==> config.mk <==
export PLATFORM = sky130hd
export DESIGN_NAME = apb_slave_ni
export DESIGN_NICKNAME = d
export VERILOG_FILES = /design/src/rtl/apb_slave_ni.sv
export SDC_FILE = /design/constraint.sdc
export NUM_CORES = 1
export LEC_CHECK = 0
export ABC_AREA = 1
export CAP_MARGIN = 20
export CELL_PAD_IN_SITES_DETAIL_PLACEMENT = 2
export CELL_PAD_IN_SITES_GLOBAL_PLACEMENT = 2
export CORE_ASPECT_RATIO = 1.75
export CORE_MARGIN = 8
export CORE_UTILIZATION = 25
export CTS_CLUSTER_SIZE = 16
export DETAILED_ROUTE_END_ITERATION = 7
export GPL_TIMING_DRIVEN = 0
export PLACE_DENSITY = 0.82
export SLEW_MARGIN = 15
export SYNTH_ARGS = -nofsm -noshare
export SYNTH_HDL_FRONTEND = slang
export SYNTH_SLANG_ARGS = --single-unit
==> constraint.sdc <==
create_clock -name clk -period 8.9 [get_ports clk]
set_input_delay 0.89 -clock clk [delete_from_list [all_inputs] [get_ports clk]]
set_output_delay 0.89 -clock clk [all_outputs]
set_load 0.005 [all_outputs]
==> src/rtl/apb_slave_ni.sv <==
// apb_slave_ni: APB completer that packs each transfer into a NoC request flit and completes it from the matching response flit
module apb_slave_ni #(
  parameter int ADDR_WIDTH     = 32,
  parameter int DATA_WIDTH     = 32,
  parameter int TIMEOUT_CYCLES = 255
) (
  input  logic                           clk,
  input  logic                           rst,
  input  logic                           psel,
  input  logic                           penable,
  input  logic                           pwrite,
  input  logic [ADDR_WIDTH-1:0]          paddr,
  input  logic [DATA_WIDTH-1:0]          pwdata,
  output logic [DATA_WIDTH-1:0]          prdata,
  output logic                           pready,
  output logic                           pslverr,
  input  logic                           req_fifo_full,
  output logic                           req_fifo_wr_en,
  output logic [ADDR_WIDTH+DATA_WIDTH:0] req_fifo_wdata,
  input  logic                           resp_fifo_empty,
  output logic                           resp_fifo_rd_en,
  input  logic [DATA_WIDTH:0]            resp_fifo_rdata
);
  localparam int REQ_FLIT_W = 1 + ADDR_WIDTH + DATA_WIDTH;
  localparam int CW         = $clog2(TIMEOUT_CYCLES + 1);
  typedef enum logic [2:0] {IDLE, DRAIN, PUSH_REQ, WAIT_RESP, SAMPLE_RESP, DONE} state_t;
  state_t state, state_n;
  logic [REQ_FLIT_W-1:0] flit;
  logic [CW-1:0] cnt;
  logic stale, deferred, timeout, accept;
  assign timeout        = cnt == CW'(TIMEOUT_CYCLES - 1);
  // a setup held off by a stale response is picked up later in its access phase
  assign accept         = psel && !stale && (!penable || deferred);
  assign pready         = state == DONE;
  assign req_fifo_wdata = flit;
  always_comb begin
    state_n         = state;
    req_fifo_wr_en  = 1'b0;
    resp_fifo_rd_en = 1'b0;
    case (state)
      IDLE: begin
        if (stale && !resp_fifo_empty) begin
          resp_fifo_rd_en = 1'b1;
          state_n         = DRAIN;
        end else if (accept) state_n = PUSH_REQ;
      end
      DRAIN: state_n = IDLE;
      PUSH_REQ: begin
        req_fifo_wr_en = !req_fifo_full;
        state_n        = req_fifo_full ? PUSH_REQ : WAIT_RESP;
      end
      WAIT_RESP: begin
        resp_fifo_rd_en = !resp_fifo_empty;
        state_n         = !resp_fifo_empty ? SAMPLE_RESP : timeout ? DONE : WAIT_RESP;
      end
      SAMPLE_RESP: state_n = DONE;
      default: state_n = IDLE;
    endcase
  end
  always_ff @(posedge clk or posedge rst) begin
    if (rst) begin
      state    <= IDLE;
      flit     <= '0;
      cnt      <= '0;
      stale    <= 1'b0;
      deferred <= 1'b0;
      prdata   <= '0;
      pslverr  <= 1'b0;
    end else begin
      state <= state_n;
      cnt   <= state == WAIT_RESP ? cnt + CW'(1) : '0;
      if (state == IDLE && state_n == PUSH_REQ) flit <= {pwrite, paddr, pwdata};
      if (state == IDLE)
        deferred <= state_n == PUSH_REQ ? 1'b0 : deferred | (stale & psel & ~penable);
      if (state == DRAIN) stale <= 1'b0;
      if (state == WAIT_RESP && resp_fifo_empty && timeout) begin
        stale   <= 1'b1;
        prdata  <= '0;
        pslverr <= 1'b1;
      end
      if (state == SAMPLE_RESP) begin
        prdata  <= flit[REQ_FLIT_W-1] ? '0 : resp_fifo_rdata[DATA_WIDTH-1:0];
        pslverr <= resp_fifo_rdata[DATA_WIDTH];
      end
    end
  end
endmodule

Yosys cells after proc, flatten, opt, wreduce, memory -nomap -nowiden
Index checks and enable logic that the tools add are counted.
{ "classes": {"n_bitwise": 4, "n_mux": 18, "n_addsub": 1, "eq_ne": 7, "n_reduce_logical": 14} }
{ "ops": {"columns": ["operator", "n"], "rows": [
  ["$mux W32", 3],
  ["$mux W3", 4],
  ["$pmux W3 S4", 1],
  ["$eq A3 B2 Y1 const B", 3],
  ["$add A8 B1 Y8 const B", 1],
  ["$eq A8 B8 Y1 const B", 1],
  ["$mux W1", 8],
  ["$mux W8", 1],
  ["$eq A3 B3 Y1 const B", 2],
  ["$logic_and A1 B1 Y1", 6],
  ["$logic_not A1 Y1", 4],
  ["$reduce_bool A2 Y1", 2],
  ["$eq A3 B1 Y1 const B", 1],
  ["$logic_not A3 Y1", 1],
  ["$and A1 B1 Y1", 2],
  ["$pmux W1 S2", 1],
  ["$logic_or A1 B1 Y1", 1],
  ["$not A1 Y1", 1],
  ["$or A1 B1 Y1", 1]
]} }
{ "word_totals": {"input_bits": 104, "out_inout_bits": 101, "ff_bits": 111, "word_cells": 51} }

Logic depth before layout (Yosys ltp)
Gate-level depths: netlist (run 1).
{ "depth": {"word_depth": 8, "ltp_mapped": 9, "depth_no_buf": 8} }

Least setup slack after synthesis (run 1)
OpenSTA, ideal clock, no wires.
{ "synth_timing": {"kind": "input -> output", "from": "in resp_fifo_empty", "to": "out resp_fifo_rd_en", "slack_ps": 6789, "path_stages": 3, "required_time_ps": 8010, "n_path_buf": 0, "t_arrival_ps": 1221, "path_cell_list": "nor2_1 nand3_1 o21ai_0"} }
{ "synth_via": {"elab_chain_len": 4} }
{ "synth_rtl": {"columns": ["item", "line_no", "text"], "rows": [
  ["start, declared", "20", "input logic resp_fifo_empty,"],
  ["$logic_not A1 Y1 *", null, null],
  ["$logic_and A1 B1 Y1", "42", "if (stale && !resp_fifo_empty) begin"],
  ["$mux W1", "42", null],
  ["$pmux W1 S2 *", "40", "case (state)"],
  ["end, declared", "21", "output logic resp_fifo_rd_en,"]
]} }
Mark *: on every way between the ends. The rest lies on a longest branch, timed or not.

Worst setup path in the final report (run 1)
Ends and elaborated chain as after synthesis.

==> summary.md, run 1 <==
| Metric | Value |
|---|---|
| Outcome | `finished, final reports clean` |
| Post-route total power | `approximately 2.5 mW` |
| Clock Tree Buf Depth | `2` |
| Clock Pin Slew Worst Setup and Hold Paths | `about 0.08 ns` |
| Skew-Pair Late Insertion Delay | `0.35 ns` |
| CP max FO | `5` |
| Largest stage delay, worst path | `approximately 0.56 ns` |
| P_leak | `3.489 nW` |
| Final Skew | `approximately 0.010 ns` |
| Worst-margin pin slew | `around 0.60 ns` |
| Relative slew slack | `around 60%` |
| Unrepaired setup endpoints after global routing | `false` |
| Max-cap viol count | `0` |
| WP data arrival | `roughly 2.4 ns` |
| Total gr overflow | `0` |
| Area growth syn-to-layout | `58.74%` |
| Dpl cell area | `6968 um^2` |
| Pwr per Cell Area | `336.2 nW/um^2` |
| Minimum clock period | `3.315 ns` |
| Final Hold Fails | `0` |
| Synth Warn # | `0` |
| Post-route cell area | `7303 um^2` |
| GR Util met1 | `between 10% and 20%` |
| Max Fclk | `about 300 MHz` |
| Vias in the first global route | `5366` |
| Initial antenna violation count | `0` |
| CTS Buf Count | `9` |
| Flop2flop setup slack | `roughly 7.3 ns` |
| Num rows | `65` |
| Most common cell after layout, fill and taps aside | `nand2_1` |
| WP depth | `5` |
| Sequential share of the synthesized area | `between 60% and 70%` |
| Gr busiest metal | `met2` |
| Slowest cell on the critical path | `clkdlybuf4s50_1` |
| Period utilisation layout | `37.25%` |
| # IOs | `around 200` |
| Final core utilization | `40.45%` |
| DR DRC count | `0` |
| Reg2Reg Depth | `8` |
| Inserted Diodes | `0` |
| Starting DRT DRC Count | `approximately 100` |
| Die Ht | `roughly 200 um` |
| CTS tree | `built` |
| First-pass GRT wire length | `~30000 um` |
| Met3 Usage GRT | `6.355%` |
| Top delay family on crit path | `buffers and inverters` |
| Most frequent CP cell | `clkdlybuf4s50_1` |
| Buffers on Ports | `204` |
| #FFs+latches synth | `between 100 and 150` |
| Most frequent cells in the layout | `216 x nand2_1, 204 x clkdlybuf4s50_1, 111 x dfrtp_1, 109 x nand3_1, 19 x nor2_1` |
| Clock sink count | `around 110` |
| CP Capture Point | `resp_fifo_rd_en` |
| GR Util All Layers | `16.71%` |
| CTS root buffer | `clkbuf_16` |
| Maximum vdd drop | `0.1161 mV` |
| Detailed Place HPWL | `~15000 um` |
| Die area | `about 23000 um^2` |
| Post-CTS Resized | `0` |
| Final Setup Violations | `0` |
| Pins Over Slew Limit | `0` |
| Hold_buf cts | `0` |
| Detailed Route WL | `between 15000 and 20000 um` |
| Drt first pass iters | `4` |
| Worst setup EP type | `output pin` |
| GR Layer Usage met2 | `~32%` |
| Worst reg2reg endpoint | `prdata[14]` |
| DR vias | `about 4400` |
| Worst path required time | `between 8 and 9 ns` |
| Nets@finish | `842` |
| Crit path from | `resp_fifo_empty` |
| GPL Wtd Cong | `around 0.74` |
| Mean Syn Cell Area | `between 8 and 9 um^2` |
| CORE AREA | `roughly 18000 um^2` |
| Via/cell ratio | `approximately 4.5` |
| Final WS setup | `about 5.6 ns` |
| WL/cell | `19.39 um` |
| Htree depth | `3` |
| Setup_tns | `0 ns` |
| Post-CTS setup buffers | `0` |
| CP Class | `primary input to output pin` |
| # fillers | `around 2000` |
| Routed Antenna Nets | `0` |
| Share of cells above drive strength 1 | `6.486%` |
| Pre-CTS WS | `between 5 and 6 ns` |
| Worst r2r src | `cnt[0]` |
| Syn nets | `roughly 630` |
| Worst path bufs/invs | `2` |
| Die W | `118.5 um` |
| Post-Syn Area | `roughly 4600 um^2` |
| Syn Inst Count | `520` |
| Largest net degree at the start of global routing | `62` |
| Distinct cells, synth | `21` |
| Starting density of the core | `25.48%` |
| CP startpoint kind | `primary input` |
| HP Class | `flop to flop` |
| CP Cell Sequence | `clkdlybuf4s50_1 -> nor2_1 -> nand3_1 -> o21ai_0 -> clkdlybuf4s50_1` |
sequential cells by signal (all words and copies together), names as in the netlist:
name	cells
req_fifo_wdata	65
prdata	32
cnt	8
state	3
deferred	1
pslverr	1
stale	1
area by class of cell:
class,count,area (um^2),share of cell area (%)
buffer,31,210.2,2.878
sequential,111,2778,38.03
clock inverter,6,110.1,1.508
clock buffer,9,225.2,3.084
timing repair buffer,205,2069,28.34
multi-input combinational,363,1556,21.31
inverter,15,61.31,0.8395
tap,234,292.8,4.009
report_power, final:
group	total (mW)	switching, mW	internal (mW)	leakage [nW]
clock network	0.465	0.192	0.273	0.158
registers	0.851	0.129	0.722	1.41
logic	1.14	0.550	0.589	1.92
total	2.46	0.871	1.58	3.49
Yosys cell counts:
| library cell | number | area, um^2 |
|---|---|---|
| nand2_1 | 216 | 810.8 |
| dfrtp_1 | 111 | 2778 |
| nand3_1 | 109 | 545.5 |
| nor2_1 | 19 | 71.32 |
| buf_2 | 18 | 90.09 |
| inv_1 | 15 | 56.30 |
| buf_6 | 9 | 101.4 |
| o21ai_0 | 4 | 20.02 |
| clkbuf_1 | 3 | 11.26 |
| nor3_1 | 3 | 15.01 |
| ha_1 | 2 | 25.02 |
| nor2_2 | 2 | 12.51 |
| a21oi_1 | 1 | 5.000 |
| buf_4 | 1 | 7.510 |
| nand2_2 | 1 | 6.260 |
| nand4_1 | 1 | 6.260 |
| o21a_1 | 1 | 7.510 |
| o21bai_1 | 1 | 7.510 |
| or2_0 | 1 | 6.260 |
| xnor2_1 | 1 | 8.760 |
| xor2_1 | 1 | 8.760 |
how the worst min path moves through the flow:
stage / start / end / slack (ns) / cells past startpoint
2_1_floorplan: cnt[0] / cnt[0] / 0.45 / 1
3_3_place_gp: req_fifo_wdata[59] / req_fifo_wdata[59] / 0.46 / 2
3_5_place_dp: req_fifo_wdata[48] / req_fifo_wdata[48] / 0.47 / 2
4_1_cts: req_fifo_wdata[61] / req_fifo_wdata[61] / 0.48 / 2
5_1_grt: req_fifo_wdata[48] / req_fifo_wdata[48] / 0.51 / 2
6_report: req_fifo_wdata[60] / req_fifo_wdata[60] / 0.48 / 2
cells by family after synthesis:
family          Yosys count  share of synthesized area (%)
simple gates            352                          32.04
xor+xnor                  2                         0.3808
compound gates            7                         0.8703
fa+ha+maj                 2                         0.5438
flops                   111                          60.38
buf+inv                  46                          5.793
per-layer routing:
layer  share of wire, %  vias to the layer above  wire, um
met5                  0                        -         0
met4                1.2                        0       227
met3                8.1                       16      1531
met2                 55                      147     10430
met1                 35                     2181      6700
li1                   -                     2086         -
tightest hold or removal path, delay by kind of cell, from the launching register on:
kind             cells  cell delay, ns
and+or+nand+nor      2            0.10
DFF                  1            0.35
stage by stage:
stage | hold slack (ns) | std cells
2_1_floorplan | 0.4547 | 520
6_report | 0.4784 | 974
4_1_cts | 0.4831 | 974
3_5_place_dp | 0.4669 | 959
3_3_place_gp | 0.4561 | 958
5_1_grt | 0.5070 | 974
(Power assumes the default switching activity.)
==> run 2, diff against run 1 <==
--- a/config.mk
+++ b/config.mk
@@ -11,11 +11,11 @@
 export CELL_PAD_IN_SITES_GLOBAL_PLACEMENT = 2
 export CORE_ASPECT_RATIO = 1.75
 export CORE_MARGIN = 8
-export CORE_UTILIZATION = 25
+export CORE_UTILIZATION = 21
 export CTS_CLUSTER_SIZE = 16
 export DETAILED_ROUTE_END_ITERATION = 7
 export GPL_TIMING_DRIVEN = 0
-export PLACE_DENSITY = 0.82
+export PLACE_DENSITY = 0.73
 export SLEW_MARGIN = 15
 export SYNTH_ARGS = -nofsm -noshare
 export SYNTH_HDL_FRONTEND = slang
==> constraint.sdc (replaced) <==
create_clock -name clk -period 3.04 [get_ports clk]
set_input_delay 0.304 -clock clk [delete_from_list [all_inputs] [get_ports clk]]
set_output_delay 0.304 -clock clk [all_outputs]
set_load 0.005 [all_outputs]
==> run 2 against run 1 <==
Net effect:
- global-route usage shrank 3.0 points
- clock power grew to 2.9 times the previous value
- sequential share of layout area shrank 0.75 points
- clock-buffer cell count grew 2
- clock skew is essentially flat
- first-iteration DRC count grew 81%
- critical endpoint unchanged
- die area grew 17%
- critical path type is now flop to output pin
- core utilization shrank 5.8 points
- via count is essentially flat
- final cell count grew 6.5%
- sequential power grew to 2.9 times the previous value
==> summary.md, run 2 (same netlist as run 1, synthesis figures left out) <==
| Metric | Value |
|---|---|
| Nets@finish | `845 (+0.36%)` |
| Comb pwr share | `46.3% (about the same)` |
| Most common cell after layout, fill and taps aside | `nand2_1` |
| Drt first pass iters | `4 (unchanged)` |
| Worst r2r src | `state[1]` |
| DR DRC count | `0 (unchanged)` |
| CTS Buf Count | `9 (unchanged)` |
| GR Util All Layers | `13.70% (-3.0 points)` |
| Unrepaired setup endpoints after global routing | `false` |
| CTS root buffer | `clkbuf_16` |
| Starting DRT DRC Count | `183 (+81%)` |
| WL/cell | `17.39 um (-10%)` |
| Placed Cells | `1020 (+6.4%)` |
| Relative slew slack | `56.65% (-3.2 points)` |
| Starting density of the core | `21.40% (-4.1 points)` |
| CP max FO | `7 (+2)` |
| Detailed Place HPWL | `14690 um (-3.2%)` |
| Most frequent cells in the layout | `216 x nand2_1, 204 x clkdlybuf4s50_1, 111 x dfrtp_1, 109 x nand3_1, 19 x nor2_1` |
| Initial antenna violation count | `0 (unchanged)` |
| Hold_buf cts | `0 (unchanged)` |
| Largest register FFs | `65 (unchanged)` |
| Die Ht | `211.8 um (+8.4%)` |
| Total gr overflow | `0 (unchanged)` |
| Clock power share | `18.8% (about the same)` |
| CTS tree | `built` |
| Worst reg2reg endpoint | `req_fifo_wdata[54]` |
| Maximum vdd drop | `0.2851 mV (+150%)` |
| First-pass GRT wire length | `28860 um (-5.2%)` |
| Pins Over Slew Limit | `0 (unchanged)` |
| Seq pwr share | `34.9% (+0.2 points)` |
| Vias in the first global route | `5152 (-4.0%)` |
| WP data arrival | `2.11 ns (-0.31 ns)` |
| Share of cells above drive strength 1 | `6.989% (+0.50 points)` |
| Worst-margin pin slew | `0.6490 ns (+0.04660 ns)` |
| Htree depth | `3 (unchanged)` |
| Outcome | `finished, final reports clean` |
| Final core utilization | `34.65% (-5.8 points)` |
| Minimum clock period | `2.411 ns` |
| CP Class | `flop to output pin` |
| Die W | `127.9 um (+7.9%)` |
| P_leak | `3.519 nW (+0.88%)` |
| Final Skew | `0.01007 ns (-0.00005570 ns)` |
| Via/cell ratio | `4.271 (-6.1%)` |
| Worst path required time | `2.74 ns (-5.27 ns)` |
| Final Setup Violations | `0 (unchanged)` |
| Largest net degree at the start of global routing | `26 (-58%)` |
| Int Power | `4.612 mW (+190%)` |
| Worst setup EP type | `output pin` |
| Post-CTS setup buffers | `0 (unchanged)` |
| Detailed Route WL | `18030 um (-4.5%)` |
| Clock Tree Buf Depth | `2 (unchanged)` |
| Final Non-Filler Cells | `1037 (+6.5%)` |
| Reg2Reg Depth | `7 (-1)` |
| DR vias | `4429 (-0.023%)` |
| Flop2flop setup slack | `1.43 ns (-5.87 ns)` |
| GPL Wtd Cong | `0.7067 (-3.9%)` |
| Routed Antenna Nets | `0 (unchanged)` |
| Psw | `2.497 mW (+190%)` |
| Area growth syn-to-layout | `61.93%` |
| Setup_tns | `0 ns (unchanged)` |
| Clock sink count | `111 (unchanged)` |
| Clock Pin Slew Worst Setup and Hold Paths | `0.08 ns (about the same)` |
| Post-route total power | `7.109 mW (+190%)` |
| Num rows | `71 (+9.2%)` |
| Max Fclk | `414.8 MHz` |
| Buffers on Ports | `204 (unchanged)` |
| Final Hold Fails | `0 (unchanged)` |
| Hold_ws | `0.3776 ns (-0.1008 ns)` |
| CP startpoint kind | `flop` |
| CORE AREA | `21500 um^2 (+19%)` |
| HP Class | `primary input to asynchronous set/reset pin` |
| Skew-Pair Late Insertion Delay | `0.36 ns (about the same)` |
| Post-CTS Resized | `0 (unchanged)` |
| Sw frac | `35.12% (-0.35 points)` |
| # IOs | `205 (unchanged)` |
| Period utilisation layout | `79.30%` |
| Die area | `27090 um^2 (+17%)` |
| Max-cap viol count | `0 (unchanged)` |
| Pwr per Cell Area | `954.3 nW/um^2 (+180%)` |
==> run 2: worst max path at each step <==
stage	endpoint	slack (ns)	from
after CTS	resp_fifo_rd_en	0.57	state[2]
final	resp_fifo_rd_en	0.63	state[2]
after global routing	resp_fifo_rd_en	0.49	state[2]
after detailed placement	resp_fifo_rd_en	0.90	resp_fifo_empty
after global placement	prdata[8]	0.14	rst
after floorplan	cnt[0]	1.39	rst
==> run 2: final cells by class <==
class / count / area (um^2)
clock buffer: 11 / 252.7
inverter: 15 / 60.06
fill: 2454 / 14050
tap: 292 / 365.4
buffer: 31 / 210.2
antenna: 1 / 2.502
multi-input combinational: 363 / 1556
clock inverter: 5 / 80.08
timing repair buffer: 208 / 2145
sequential: 111 / 2778
==> run 2: through the flow <==
stage | worst slack, ns | cell area (um^2)
after floorplan | 1.393 | 4604
after global placement | 0.1373 | 7012
after detailed placement | 0.9010 | 7114
after global routing | 0.4933 | 7447
final | 0.6294 | 7450
after CTS | 0.5730 | 7447
==> run 2: power groups by stage <==
| stage | logic, mW | clock network [mW] | registers (mW) |
|---|---|---|---|
| 4_1_cts | 3.42 | 1.40 | 2.50 |
| 6_report | 3.29 | 1.33 | 2.48 |
| 3_3_place_gp | 3.25 | 0 | 2.48 |
| 2_1_floorplan | 1.36 | 0 | 2.51 |
| 3_5_place_dp | 3.41 | 0 | 2.52 |
| 5_1_grt | 3.70 | 1.44 | 2.57 |
==> run 2: worst max-delay path, cell delays in order (launching register included) <==
cell             delay, ns
dfrtp_1               0.40
inv_1                 0.17
nand3_1               0.29
o21ai_0               0.32
clkdlybuf4s50_1       0.57
==> run 2: metal layers <==
layer	global-route usage [%]	vias to the layer above	share of wire, %
met1	13.33	2179	36
met3	5.518	17	8.7
met5	0	-	0
met4	4.411	0	1.5
li1	-	2091	-
met2	25.54	142	54
